**src/rtl/timer_digitos_pkg.sv**
```systemverilog
// rtl/timer_digitos_pkg.sv - shared state encoding, BCD constants and digit type
package timer_digitos_pkg;

  typedef logic [3:0] digit_t;

  typedef enum logic [2:0] {
    IDLE     = 3'd0,
    LOADING  = 3'd1,
    COUNTING = 3'd2,
    PAUSED   = 3'd3,
    DONE     = 3'd4
  } state_t;

  localparam digit_t BCD_ZERO    = 4'd0;
  localparam digit_t BCD_NOVE    = 4'd9;
  localparam digit_t SEG_DEZ_MAX = 4'd5;

endpackage

```
**src/rtl/timer_digitos_bcd_dec_digit.sv**
```systemverilog
// rtl/timer_digitos_bcd_dec_digit.sv - one-digit BCD decrement with wrap value and borrow chain
module bcd_dec_digit
  import timer_digitos_pkg::*;
#(
  parameter digit_t WRAP = BCD_NOVE
) (
  input  digit_t d,
  input  logic   borrow_in,
  output digit_t q,
  output logic   borrow_out
);

  always_comb begin
    q          = d;
    borrow_out = 1'b0;
    if (borrow_in) begin
      if (d == BCD_ZERO) begin
        q          = WRAP;
        borrow_out = 1'b1;
      end else begin
        q = d - 4'd1;
      end
    end
  end

endmodule

```
**src/rtl/timer_digitos.sv**
```systemverilog
// rtl/timer_digitos.sv - MM:SS keypad-loaded countdown timer; SEG_CLAMP_EN clamps seconds tens to 5 on start
module timer_digitos
  import timer_digitos_pkg::*;
(
  input  logic       Hz_100_clock,
  input  logic       clear,
  input  logic [3:0] D,
  input  logic       loadn,
  input  logic       pgt_1Hz,
  input  logic       start,
  input  logic       stop,
  output logic [3:0] min_dez,
  output logic [3:0] min_uni,
  output logic [3:0] seg_dez,
  output logic [3:0] seg_uni,
  output logic       enablen,
  output logic       magnetron_on,
  output logic       done
);

  state_t state, state_nx;
  logic   sync1, sync2, prev, tick;
  digit_t md_nx, mu_nx, sd_nx, su_nx;
  digit_t md_dec, mu_dec, sd_dec, su_dec;
  digit_t sd_start;
  logic   b_su, b_sd, b_mu, time_zero;
  logic   dec_zero;

  assign tick = sync2 & ~prev;

  // Borrow rippling out of the top digit means the current time is 00:00.
  bcd_dec_digit #(.WRAP(BCD_NOVE))    u_seg_uni (.d(seg_uni), .borrow_in(1'b1), .q(su_dec), .borrow_out(b_su));
  bcd_dec_digit #(.WRAP(SEG_DEZ_MAX)) u_seg_dez (.d(seg_dez), .borrow_in(b_su), .q(sd_dec), .borrow_out(b_sd));
  bcd_dec_digit #(.WRAP(BCD_NOVE))    u_min_uni (.d(min_uni), .borrow_in(b_sd), .q(mu_dec), .borrow_out(b_mu));
  bcd_dec_digit #(.WRAP(BCD_NOVE))    u_min_dez (.d(min_dez), .borrow_in(b_mu), .q(md_dec), .borrow_out(time_zero));

  assign dec_zero = (md_dec == BCD_ZERO) && (mu_dec == BCD_ZERO) &&
                    (sd_dec == BCD_ZERO) && (su_dec == BCD_ZERO);

`ifdef SEG_CLAMP_EN
  assign sd_start = (seg_dez > SEG_DEZ_MAX) ? SEG_DEZ_MAX : seg_dez;
`else
  assign sd_start = seg_dez;
`endif

  always_comb begin
    state_nx = state;
    md_nx    = min_dez;
    mu_nx    = min_uni;
    sd_nx    = seg_dez;
    su_nx    = seg_uni;
    case (state)
      IDLE, LOADING: begin
        if (stop) begin
          state_nx = IDLE;
          md_nx = BCD_ZERO; mu_nx = BCD_ZERO; sd_nx = BCD_ZERO; su_nx = BCD_ZERO;
        end else if (start) begin
          // A start always swallows a coincident digit, even when it is ignored.
          if (!time_zero) begin
            state_nx = COUNTING;
            sd_nx    = sd_start;
          end
        end else if (tick && !loadn && (D <= BCD_NOVE)) begin
          state_nx = LOADING;
          md_nx = min_uni; mu_nx = seg_dez; sd_nx = seg_uni; su_nx = D;
        end
      end
      COUNTING: begin
        if (stop) begin
          state_nx = PAUSED;
        end else if (tick && !time_zero) begin
          md_nx = md_dec; mu_nx = mu_dec; sd_nx = sd_dec; su_nx = su_dec;
          if (dec_zero) state_nx = DONE;
        end
      end
      PAUSED: begin
        if (stop) begin
          state_nx = IDLE;
          md_nx = BCD_ZERO; mu_nx = BCD_ZERO; sd_nx = BCD_ZERO; su_nx = BCD_ZERO;
        end else if (start && !time_zero) begin
          state_nx = COUNTING;
          sd_nx    = sd_start;
        end
      end
      DONE: begin
        if (stop) begin
          state_nx = IDLE;
          md_nx = BCD_ZERO; mu_nx = BCD_ZERO; sd_nx = BCD_ZERO; su_nx = BCD_ZERO;
        end
      end
      default: state_nx = IDLE;
    endcase
  end

  always_ff @(posedge Hz_100_clock) begin
    if (clear) begin
      sync1        <= 1'b0;
      sync2        <= 1'b0;
      prev         <= 1'b0;
      state        <= IDLE;
      min_dez      <= BCD_ZERO;
      min_uni      <= BCD_ZERO;
      seg_dez      <= BCD_ZERO;
      seg_uni      <= BCD_ZERO;
      enablen      <= 1'b0;
      magnetron_on <= 1'b0;
      done         <= 1'b0;
    end else begin
      sync1        <= pgt_1Hz;
      sync2        <= sync1;
      prev         <= sync2;
      state        <= state_nx;
      min_dez      <= md_nx;
      min_uni      <= mu_nx;
      seg_dez      <= sd_nx;
      seg_uni      <= su_nx;
      enablen      <= !((state_nx == IDLE) || (state_nx == LOADING));
      magnetron_on <= (state_nx == COUNTING);
      done         <= (state_nx == DONE);
    end
  end

endmodule

```
**config.mk**
```make
export PLATFORM = sky130hd
export DESIGN_NAME = timer_digitos
export DESIGN_NICKNAME = d
export VERILOG_FILES = /design/src/rtl/timer_digitos_pkg.sv /design/src/rtl/timer_digitos_bcd_dec_digit.sv /design/src/rtl/timer_digitos.sv
export SDC_FILE = /design/constraint.sdc
export NUM_CORES = 1
export LEC_CHECK = 0
export ABC_AREA = 1
export CORE_MARGIN = 5
export CORE_UTILIZATION = 64
export DETAILED_ROUTE_END_ITERATION = 6
export DONT_BUFFER_PORTS = 1
export GPL_ROUTABILITY_DRIVEN = 1
export PLACE_DENSITY = 0.76
export SETUP_SLACK_MARGIN = 0.1
export SLEW_MARGIN = 15
export SYNTH_ARGS = -nofsm -noshare
export SYNTH_HDL_FRONTEND = slang
export SYNTH_SLANG_ARGS = --single-unit
```
**constraint.sdc**
```tcl
create_clock -name Hz_100_clock -period 3.29 [get_ports Hz_100_clock]
set_clock_uncertainty 0.1 [all_clocks]
set_input_delay 0.658 -clock Hz_100_clock [delete_from_list [all_inputs] [get_ports Hz_100_clock]]
set_output_delay 0.658 -clock Hz_100_clock [all_outputs]
set_load 0.005 [all_outputs]
```
==> results.md <==
Clocking:
- Clock-pin slew was measured on the worst setup and hold paths at 0.15 ns.
- Once the clock tree was built, the setup fixing pass inserted 0 buffers.
- The cell at the root of the clock tree is sky130_fd_sc_hd__clkbuf_4.
- The source-to-sink clock delay at the later pin of the worst-skew pair is 0.32 ns.
- The count of cells resized by post-cts repair is 0.
- In this run, post-CTS hold repair placed 0 buffers.
- The clock tree from TritonCTS is built.
- For this design, the sink count on the clock tree is 25.
- The longest clock path from root to sink contains 2 buffers.
- The number of buffers created by CTS is 3.
- CTS built an H-tree with a depth of 1.

Finish:
- At the end of the flow the core is filled with cells to about 69%.
- The repair_antennas step left the layout with diodes totalling 0.
- For this run, the number of standard cells in the final layout without fillers is 298.
- The growth of design area from synthesis to finish is 1.56%.
- The library cells used most frequently in the layout, excluding fill and tap cells, are sky130_fd_sc_hd__nand2_1 (67), sky130_fd_sc_hd__inv_1 (40), sky130_fd_sc_hd__nor2_1 (27).
- The net total in the final layout is around 280.
- In the final layout, the share of cells above drive strength 1 is 10.1%.
- The library cell used most frequently in the layout, excluding fill and tap cells, is sky130_fd_sc_hd__nand2_1.
- The post-route cell area is 1710 um^2.
- The number of fill cells is about 240.

Die:
- The number of rows created at floorplan is 18.
- The die area is ~3800 um^2.
- The initial core utilization is 67.5%.
- During I/O placement, the number of pins put on the boundary was 29.
- The standard cell core area is 2500 um^2.
- The floorplan die height is about 60 um.
- The floorplan step set the die width to 61.4 um.

Routing:
- After detailed routing, the average wire length per cell comes to about 13 um.
- After detailed routing, the number of remaining DRC violations is 0.
- The detailed router finished its first iteration with 143 violations.
- The detailed-routing iteration count for the pre-antenna-repair pass is 4.
- The count of antenna-violating nets left after detailed routing is 0.
- The routed layout has 1,650 vias.
- The wire length reported by the detailed router is 3750 um.
- Using the TritonRoute via totals, the vias-per-cell ratio works out to 5.54.

Synthesis:
- The largest total area in the synthesized netlist belongs to sky130_fd_sc_hd__dfxtp_1.
- The share of the synthesized area in the top cell type is 29.7%.
- After synthesis the netlist holds a flip-flop and latch count of 25.
- By area the synthesized netlist is led by sky130_fd_sc_hd__dfxtp_1 (30%), sky130_fd_sc_hd__nand2_1 (15%), sky130_fd_sc_hd__inv_1 (8.9%), sky130_fd_sc_hd__nor2_1 (6.0%), sky130_fd_sc_hd__a21oi_1 (5.9%).
- The warning count from the yosys run is 0.
- The netlist uses 26 different library cells.
- The number of nets handed over by synthesis was 280.
- The post-synth design cell area is 1690 um^2.
- Summing the sequential cell areas from Yosys gives 29.7% of the chip area.
- The cell count after synthesis came out at 270.
- Dividing the synthesized area by the synthesized cell count gives around 6.3 um^2.

Power:
- For this design the static power due to leakage is between 0.8 and 0.9 nW.
- VDD sags by at most 0.432 mV.
- The overall power is 1.11 mW.
- For this design the ratio of total power to cell area is 647 nW/um^2.

Timing:
- In the finished design, the share of the clock period the worst path needs comes to 72.7%.
- The final hold violation count came to 0.
- The tightest hold path in the finished design has a slack of ~0.27 ns.
- The smallest clock period supported by the final layout is computed as 2.39 ns.
- The final sum of negative setup slack is 0 ns.
- The final count of pins violating max slew came to 0.
- Setup slack on the critical path of the routed design comes to approximately 0.90 ns.
- Setup repair after global routing left no endpoint under its margin.
- The pin slew with the least headroom to its limit is 0.507 ns.
- Setup violations remaining at the end of the flow were counted as 0.
- The worst pin sits at a relative slew slack of 66.2%.
- The peak clock frequency supported by timing is roughly 420 MHz.

Place:
- Including well taps, the total number of placed cells is 294.
- The number of I/O port buffers is 0.
- The cell area after placement is 1680 um^2.
- The post-detailed-placement half-perimeter wirelength is about 2900 um.
- The minimum setup slack after placement is 0.953 ns.
- The final weighted congestion of routability-driven global placement is 0.887.

Global route:
- Across every metal layer, demand over resource in global routing totals between 20 and 25%.
- The number of global-route vias before repair came to 1,392.
- Entering global routing, the biggest net connects 28 pins.
- The global route total overflow is 0.
- The first global-routing pass estimated 6350 um of wire.
- The initial antenna violation count is 0.

Min path:
- Counting instances, the worst hold path has a depth of 1.
- The classification of the worst-slack hold path is in2reg.

Worst setup path:
- The worst setup path is launched from a register.
- The peak fanout along the critical path is 27.
- The critical path required time is between 3 and 4 ns.
- The data arrival time at the worst-slack endpoint is 2.52 ns.
- The critical path capture point type is a register.
- The critical path class is reg2reg.
- The worst register-to-register path has a depth of 10.

Status:
- The flow ran to the end, and the final reports show no timing, DRC or antenna violations.

Job:
- Max-cap violations in this run came to 0.
==> layer usage <==
metal  track usage, %  up-vias  part of all wire (%)
met2             32.8       55                    43
met4             5.45        0                  0.53
li1                 -      870                     -
met3             4.61        2                   7.8
met5                0        -                     0
met1             32.7      723                    48
==> where the power goes <==
group | switching (mW) | internal, mW | total (mW)
clock | 0.0943 | 0.0464 | 0.141
sequential | 0.0723 | 0.350 | 0.422
combinational | 0.365 | 0.180 | 0.546
total | 0.532 | 0.576 | 1.11
==> synthesized netlist by cell type <==
master,number
sky130_fd_sc_hd__nand2_1,67
sky130_fd_sc_hd__inv_1,40
sky130_fd_sc_hd__nor2_1,27
sky130_fd_sc_hd__dfxtp_1,25
sky130_fd_sc_hd__a21oi_1,20
sky130_fd_sc_hd__o21ai_0,19
sky130_fd_sc_hd__nand3_1,17
sky130_fd_sc_hd__o21ai_1,8
sky130_fd_sc_hd__o22ai_1,8
sky130_fd_sc_hd__nand2_2,7
sky130_fd_sc_hd__nor3_1,5
sky130_fd_sc_hd__nor2_4,4
sky130_fd_sc_hd__a22oi_1,3
sky130_fd_sc_hd__buf_2,3
sky130_fd_sc_hd__nor2_2,3
sky130_fd_sc_hd__buf_6,2
sky130_fd_sc_hd__nand3_2,2
sky130_fd_sc_hd__nor2_8,2
sky130_fd_sc_hd__a21oi_2,1
sky130_fd_sc_hd__a32oi_1,1
sky130_fd_sc_hd__buf_1,1
sky130_fd_sc_hd__buf_4,1
sky130_fd_sc_hd__inv_2,1
sky130_fd_sc_hd__nand2_4,1
sky130_fd_sc_hd__o21ai_2,1
sky130_fd_sc_hd__xor2_1,1
==> flip-flops by register name, summed over array words and instances (netlist names) <==
name          cells
done              1
sync1             1
prev              1
min_dez           4
enablen           1
magnetron_on      1
state             3
min_uni           4
seg_uni           4
sync2             1
seg_dez           4
==> final cells by class <==
type / count / area [um^2] / share of cell area [%]
Multi-Input combinational cell: 197 / 985 / 57.4
Sequential cell: 25 / 500 / 29.2
Inverter: 41 / 154 / 8.98
Tap cell: 30 / 37.5 / 2.19
Clock buffer: 3 / 22.5 / 1.31
Clock inverter: 1 / 7.51 / 0.438
Timing Repair Buffer: 1 / 7.51 / 0.438
==> cell families after synthesis <==
| group | after synthesis | share of synthesized area, % |
|---|---|---|
| AOI/OAI and AO/OA | 61 | 19.8 |
| buffers and inverters | 48 | 12.0 |
| and+or+nand+nor | 135 | 38.0 |
| DFF | 25 | 29.7 |
| xor gates and xnor gates | 1 | 0.519 |
==> worst paths after layout <==
path,start,endpoint,slack [ns]
max,seg_uni[0],min_dez[1],0.90
min,clear,magnetron_on,0.27
max reg2reg,seg_uni[0],min_dez[1],0.90
min reg2reg,sync1,sync2,0.32
==> worst max-delay path, stage by stage, from the launching register on <==
cell                      delay (ns)
sky130_fd_sc_hd__dfxtp_1        0.43
sky130_fd_sc_hd__nor2_4         0.23
sky130_fd_sc_hd__nand2_4        0.09
sky130_fd_sc_hd__nor2_4         0.29
sky130_fd_sc_hd__nand3_1        0.16
sky130_fd_sc_hd__nand2_1        0.15
sky130_fd_sc_hd__nand2_1        0.08
sky130_fd_sc_hd__nand2_2        0.34
sky130_fd_sc_hd__inv_1          0.18
sky130_fd_sc_hd__o21ai_0        0.17
sky130_fd_sc_hd__a21oi_1        0.06
No activity file was read; power rests on OpenSTA's default activity.
